**config.mk**
```make
export PLATFORM = sky130hd
export DESIGN_NAME = maxpool2d_stream
export DESIGN_NICKNAME = d
export VERILOG_FILES = /design/src/rtl/conv_pkg.sv /design/src/rtl/pool_line_buf.sv /design/src/rtl/maxpool2d_stream.sv
export SDC_FILE = /design/constraint.sdc
export NUM_CORES = 1
export LEC_CHECK = 0
export BUFFER_PORTS_ARGS = -buffer_cell sky130_fd_sc_hd__clkbuf_2
export CAP_MARGIN = 20
export CORE_ASPECT_RATIO = 1.25
export CORE_MARGIN = 1
export CORE_UTILIZATION = 40
export CTS_BUF_LIST = sky130_fd_sc_hd__clkbuf_4
export DETAILED_ROUTE_END_ITERATION = 16
export GPL_ROUTABILITY_DRIVEN = 1
export GPL_TIMING_DRIVEN = 0
export PLACE_DENSITY = 0.59
export SLEW_MARGIN = 5
export SYNTH_ARGS = -nofsm -noshare
export SYNTH_HDL_FRONTEND = slang
export SYNTH_SLANG_ARGS = --single-unit
```
**constraint.sdc**
```tcl
create_clock -name clk -period 7.25 [get_ports clk]
set_clock_uncertainty 0.1 [all_clocks]
set_input_delay 1.0875 -clock clk [delete_from_list [all_inputs] [get_ports clk]]
set_output_delay 1.0875 -clock clk [all_outputs]
set_load 0.005 [all_outputs]
```
**src/rtl/conv_pkg.sv**
```systemverilog
// rtl/conv_pkg.sv - shared CNN pipeline types and helpers
package conv_pkg;

  localparam int DATA_WIDTH_DEF = 32;
  localparam int MAX_DW         = 64;

  function automatic int out_dim(input int in_dim);
    return in_dim / 2;
  endfunction

  function automatic int cnt_width(input int n);
    return (n > 1) ? $clog2(n) : 1;
  endfunction

  // Callers sign-extend narrower elements to MAX_DW before comparing.
  function automatic logic signed [MAX_DW-1:0] max2(
    input logic signed [MAX_DW-1:0] a,
    input logic signed [MAX_DW-1:0] b
  );
    return (a > b) ? a : b;
  endfunction

endpackage

```
**src/rtl/pool_line_buf.sv**
```systemverilog
// rtl/pool_line_buf.sv - flop-based line buffer holding even-row pair maxima
module pool_line_buf
  import conv_pkg::*;
#(
  parameter int DATA_WIDTH = DATA_WIDTH_DEF,
  parameter int DEPTH      = 3,
  parameter int AW         = cnt_width(DEPTH)
) (
  input  logic                  clk,
  input  logic                  wr_en,
  input  logic [AW-1:0]         wr_addr,
  input  logic [DATA_WIDTH-1:0] wr_data,
  input  logic [AW-1:0]         rd_addr,
  output logic [DATA_WIDTH-1:0] rd_data
);

  // Every entry is written on an even row before the odd row reads it, so no reset.
  logic [DATA_WIDTH-1:0] mem [DEPTH];

  always_ff @(posedge clk) begin
    if (wr_en) begin
      mem[wr_addr] <= wr_data;
    end
  end

  assign rd_data = mem[rd_addr];

endmodule

```
**src/rtl/maxpool2d_stream.sv**
```systemverilog
// rtl/maxpool2d_stream.sv - streaming 2x2/stride-2 signed max pool; MAXPOOL_RELU_EN adds input ReLU
module maxpool2d_stream
  import conv_pkg::*;
#(
  parameter int DATA_WIDTH = DATA_WIDTH_DEF,
  parameter int CHANNELS   = 32,
  parameter int IN_HEIGHT  = 7,
  parameter int IN_WIDTH   = 7
) (
  input  logic                  clk,
  input  logic                  rst,
  input  logic                  in_valid,
  output logic                  in_ready,
  input  logic [DATA_WIDTH-1:0] in_data,
  output logic                  out_valid,
  input  logic                  out_ready,
  output logic [DATA_WIDTH-1:0] out_data,
  output logic                  out_last
);

  localparam int OUT_HEIGHT = out_dim(IN_HEIGHT);
  localparam int OUT_WIDTH  = out_dim(IN_WIDTH);
  localparam int CW         = cnt_width(IN_WIDTH);
  localparam int RW         = cnt_width(IN_HEIGHT);
  localparam int HW         = cnt_width(CHANNELS);
  localparam int LAW        = cnt_width(OUT_WIDTH);

  function automatic logic [DATA_WIDTH-1:0] smax(
    input logic [DATA_WIDTH-1:0] a,
    input logic [DATA_WIDTH-1:0] b
  );
    logic signed [MAX_DW-1:0] r;
    r = max2(MAX_DW'($signed(a)), MAX_DW'($signed(b)));
    return r[DATA_WIDTH-1:0];
  endfunction

  logic [CW-1:0]         col;
  logic [RW-1:0]         row;
  logic [HW-1:0]         chan;
  logic [DATA_WIDTH-1:0] px;
  logic [DATA_WIDTH-1:0] hold;
  logic [DATA_WIDTH-1:0] lb_rd_data;
  logic [LAW-1:0]        lb_addr;
  logic                  in_fire;
  logic                  out_fire;
  logic                  col_last;
  logic                  row_last;
  logic                  chan_last;
  logic                  in_win;
  logic                  pair_end;
  logic                  lb_wr;
  logic                  win_done;
  logic                  win_last;

  assign in_ready = !out_valid || out_ready;
  assign in_fire  = in_valid && in_ready;
  assign out_fire = out_valid && out_ready;

`ifdef MAXPOOL_RELU_EN
  assign px = in_data[DATA_WIDTH-1] ? '0 : in_data;
`else
  assign px = in_data;
`endif

  assign col_last  = (int'(col) == IN_WIDTH - 1);
  assign row_last  = (int'(row) == IN_HEIGHT - 1);
  assign chan_last = (int'(chan) == CHANNELS - 1);

  // A trailing odd row or column falls outside every window and is dropped here.
  assign in_win   = (int'(row) < 2 * OUT_HEIGHT) && (int'(col) < 2 * OUT_WIDTH);
  assign pair_end = in_fire && in_win && col[0];
  assign lb_wr    = pair_end && !row[0];
  assign win_done = pair_end && row[0];
  assign win_last = chan_last && (int'(row) == 2 * OUT_HEIGHT - 1)
                    && (int'(col) == 2 * OUT_WIDTH - 1);
  assign lb_addr  = LAW'(col >> 1);

  always_ff @(posedge clk) begin
    if (rst) begin
      col  <= '0;
      row  <= '0;
      chan <= '0;
    end else if (in_fire) begin
      if (col_last) begin
        col <= '0;
        if (row_last) begin
          row  <= '0;
          chan <= chan_last ? '0 : chan + 1'b1;
        end else begin
          row <= row + 1'b1;
        end
      end else begin
        col <= col + 1'b1;
      end
    end
  end

  always_ff @(posedge clk) begin
    if (in_fire && in_win && !col[0]) begin
      hold <= px;
    end
  end

  pool_line_buf #(
    .DATA_WIDTH(DATA_WIDTH),
    .DEPTH     (OUT_WIDTH),
    .AW        (LAW)
  ) u_line_buf (
    .clk    (clk),
    .wr_en  (lb_wr),
    .wr_addr(lb_addr),
    .wr_data(smax(hold, px)),
    .rd_addr(lb_addr),
    .rd_data(lb_rd_data)
  );

  // A completing window reloads the register even while the old value drains.
  always_ff @(posedge clk) begin
    if (rst) begin
      out_valid <= 1'b0;
      out_data  <= '0;
      out_last  <= 1'b0;
    end else if (win_done) begin
      out_valid <= 1'b1;
      out_data  <= smax(smax(lb_rd_data, px), hold);
      out_last  <= win_last;
    end else if (out_fire) begin
      out_valid <= 1'b0;
      out_last  <= 1'b0;
    end
  end

endmodule

```
==> impl_metrics.ini <==
[yosys]
syn_nets = 974
yosys_warnings = 0
synth_top_cells_by_area = edfxtp_1 (40%), ha_1 (13%), mux2i_1 (10%)
synth.most_common_cell = edfxtp_1
ys_seq_area_frac = 0.500
synth_area_leader_cell = edfxtp_1
synth_seq_cells = 175
synth-edff-count = 128
synthFlopType = edfxtp_1
async_reset_ff_frac = 0
synth_common_cells = edfxtp_1 (128), inv_1 (100), ha_1 (98), mux2i_1 (96), nand2_1 (90)
yosysUniqueCellTypes = 53
synthCells = 840
post_synth_instance_area_sq_um = 9580
yosysTopAreaCellShare = 0.401
syn_avg_cell_area_sq_um = 11.4

[clock_tree]
ctsRootBufferMaster = clkbuf_4
path_clk_slew_ns = 0.15
cts_tree = yes
clk_path_buf_depth = 2
clkLatencyLatePin_ns = 0.59
h-tree-depth = 4
postCtsSetupBuffers = 0
cts_buffers = 17
numClockSinks = 175

[setup_path]
end_kind = flop
crit_path_top_delay_cell = clkbuf_1
crit_chain = clkbuf_1 -> clkbuf_1 -> o21ai_0 -> ha_1 -> nand2_1 -> o21ai_0 -> a221oi_1 -> o211ai_1 -> a21oi_2 -> a211oi_4 -> buf_6 -> mux2i_1 -> inv_1 -> ha_1 -> a21oi_1 -> o21ai_0 -> a221oi_1 -> o211ai_1 -> a211oi_1 -> a211o_1 -> nand2b_4 -> clkbuf_1 -> o221ai_1
crit_fanout = 10
required_ns = 7.59
crit_arrival_ns = 6.98
crit_family = compound AO/OA/AOI/OAI gates
crit_path_max_incr_delay_ns = 0.52
crit_type = reg -> reg
start_kind = flop
path_buf_inv = 5

[global_route]
grt_max_degree = 21
antenna_found_initial = 1
grt_pass1_wl_um = 37400
grt_pass1_vias = 6680
overflow = 0
track_usage = 0.204

[run]
drv_cap = 0

[power_and_ir_drop]
total_power_mw = 2.23
vdd_drop_max_mv = 0.0930
power.static_leakage_nw = 4.56
power.density_nw_per_um2 = 207

[floorplan]
die_x_um = 140
start_util = 0.412
placement_rows = 62
die_h_um = 175
die_area_sq_um = 24600
core-area_sq_um = 23300
io_pins = 71

[route]
ant_nets = 0
viasPerCell = 5.39
drc = 0
totalWireLength_um = 23900
vias = 6673
drt_pre_antenna_iters = 5
drt_iter0_drc = 329
post_drt_wl_per_cell_um = 19.3

[finish]
finalCoreUtilization = 0.464
final_cells = 1239
nets = 1071
final_area_sq_um = 10800
syn_to_final_growth_pct = 12.7
drive_gt1_frac = 0.164

[sta]
setup_viol = 0
maxSlewViolCount = 0
fin_setup_tns_ns = 0
max_freq_mhz = 151
whs_ns = 0.373
period_share = 0.916
setup_slack_ns = 0.610
min_period_ns = 6.64
rsz0062_at_grt = no
maxSlewHeadroom = 0.418
tightest_slew_ns = 0.868
hold_viol = 0

[placed_design]
post_dp_cell_area_sq_um = 10400
gp_congestion = 0.843
dp.cells = 1206
place_hpwl_um = 17900
preCtsSetupSlack_ns = 0.245
portBuffers = 70

[outcome]
outcome = finished, final reports clean

[min_path]
hp-class = reg -> reg
## routing by layer
| layer | track usage | vias to the layer above | routed length [um] |
|---|---|---|---|
| met5 | 0 | - | 0 |
| met4 | 0.0604 | 0 | 403 |
| met3 | 0.0364 | 23 | 930 |
| met2 | 0.373 | 140 | 12400 |
| met1 | 0.242 | 3213 | 10200 |
| li1 | - | 3297 | - |
## kinds of logic (layout without fill, tap and decap cells)
| kind of cell | count (synthesis) | in the layout | synth area share |
|---|---|---|---|
| and+or+nand+nor | 179 | 179 | 0.0917 |
| DFF | 175 | 175 | 0.500 |
| AOI/OAI and AO/OA | 163 | 163 | 0.122 |
| buffers and inverters | 128 | 238 | 0.0568 |
| adders and majority gates | 98 | 98 | 0.128 |
| muxes | 97 | 97 | 0.102 |
| other | 0 | 1 | 0 |
## cell type report
class                      count  area, sq um
antenna                        1         2.50
buffer                        28          171
clock buffer                  17          128
clock inverter                15          254
fill                        2176        12500
inverter                     100          375
multi-input combinational    537         4270
sequential                   175         4780
tap                          288          360
timing repair buffer          78          454
## flip-flops by register name, indices dropped and copies added (netlist names), named ones only
name,count
u_line_buf.mem,96
hold,32
chan,5
out_last,1
col,3
row,3
out_valid,1
out_data,32
## worst reg2reg max path, delay by kind of cell (launching register included)
kind                       cells  cell delay, ns
buffers and inverters          5            1.82
adders and majority gates      2            0.65
AOI/OAI and AO/OA             13            3.08
muxes                          1            0.28
DFF                            1            0.33
and+or+nand+nor                2            0.21
## report_power, final
part | switching, mW | internal [mW]
combinational | 0.245 | 0.154
clock | 0.363 | 0.349
sequential | 0.00942 | 1.11
## layout by cell type, fill, tap and decap left out, types with 6 or more instances in the layout
cell,n
o21ai_0,48
clkbuf_1,14
a21oi_1,46
nor3_1,9
nand3_1,14
buf_6,6
nand4_1,20
o221ai_1,15
o221ai_2,17
dfxtp_1,47
bufinv_16,6
nand2_1,90
inv_1,100
mux2i_1,96
a21o_1,7
buf_2,6
edfxtp_1,128
o211ai_1,6
ha_1,98
clkbuf_2,72
clkbuf_4,17
nor2_1,14
## what timing repair did
item                                    in CTS  in global routing
gates resized for setup                      0                  5
endpoints found under the setup margin       0                 30
hold buffers                                 0                  0
## worst paths after layout
path              slack (ns)  depth (start not counted)            to  startpoint
setup / recovery        0.61                         23  out_data[27]        flop
hold / removal          0.37                          2       chan[4]     chan[4]
setup reg to reg        0.61                         23  out_data[27]        flop
hold reg to reg         0.37                          2       chan[4]     chan[4]
(Power assumes the default switching activity.)
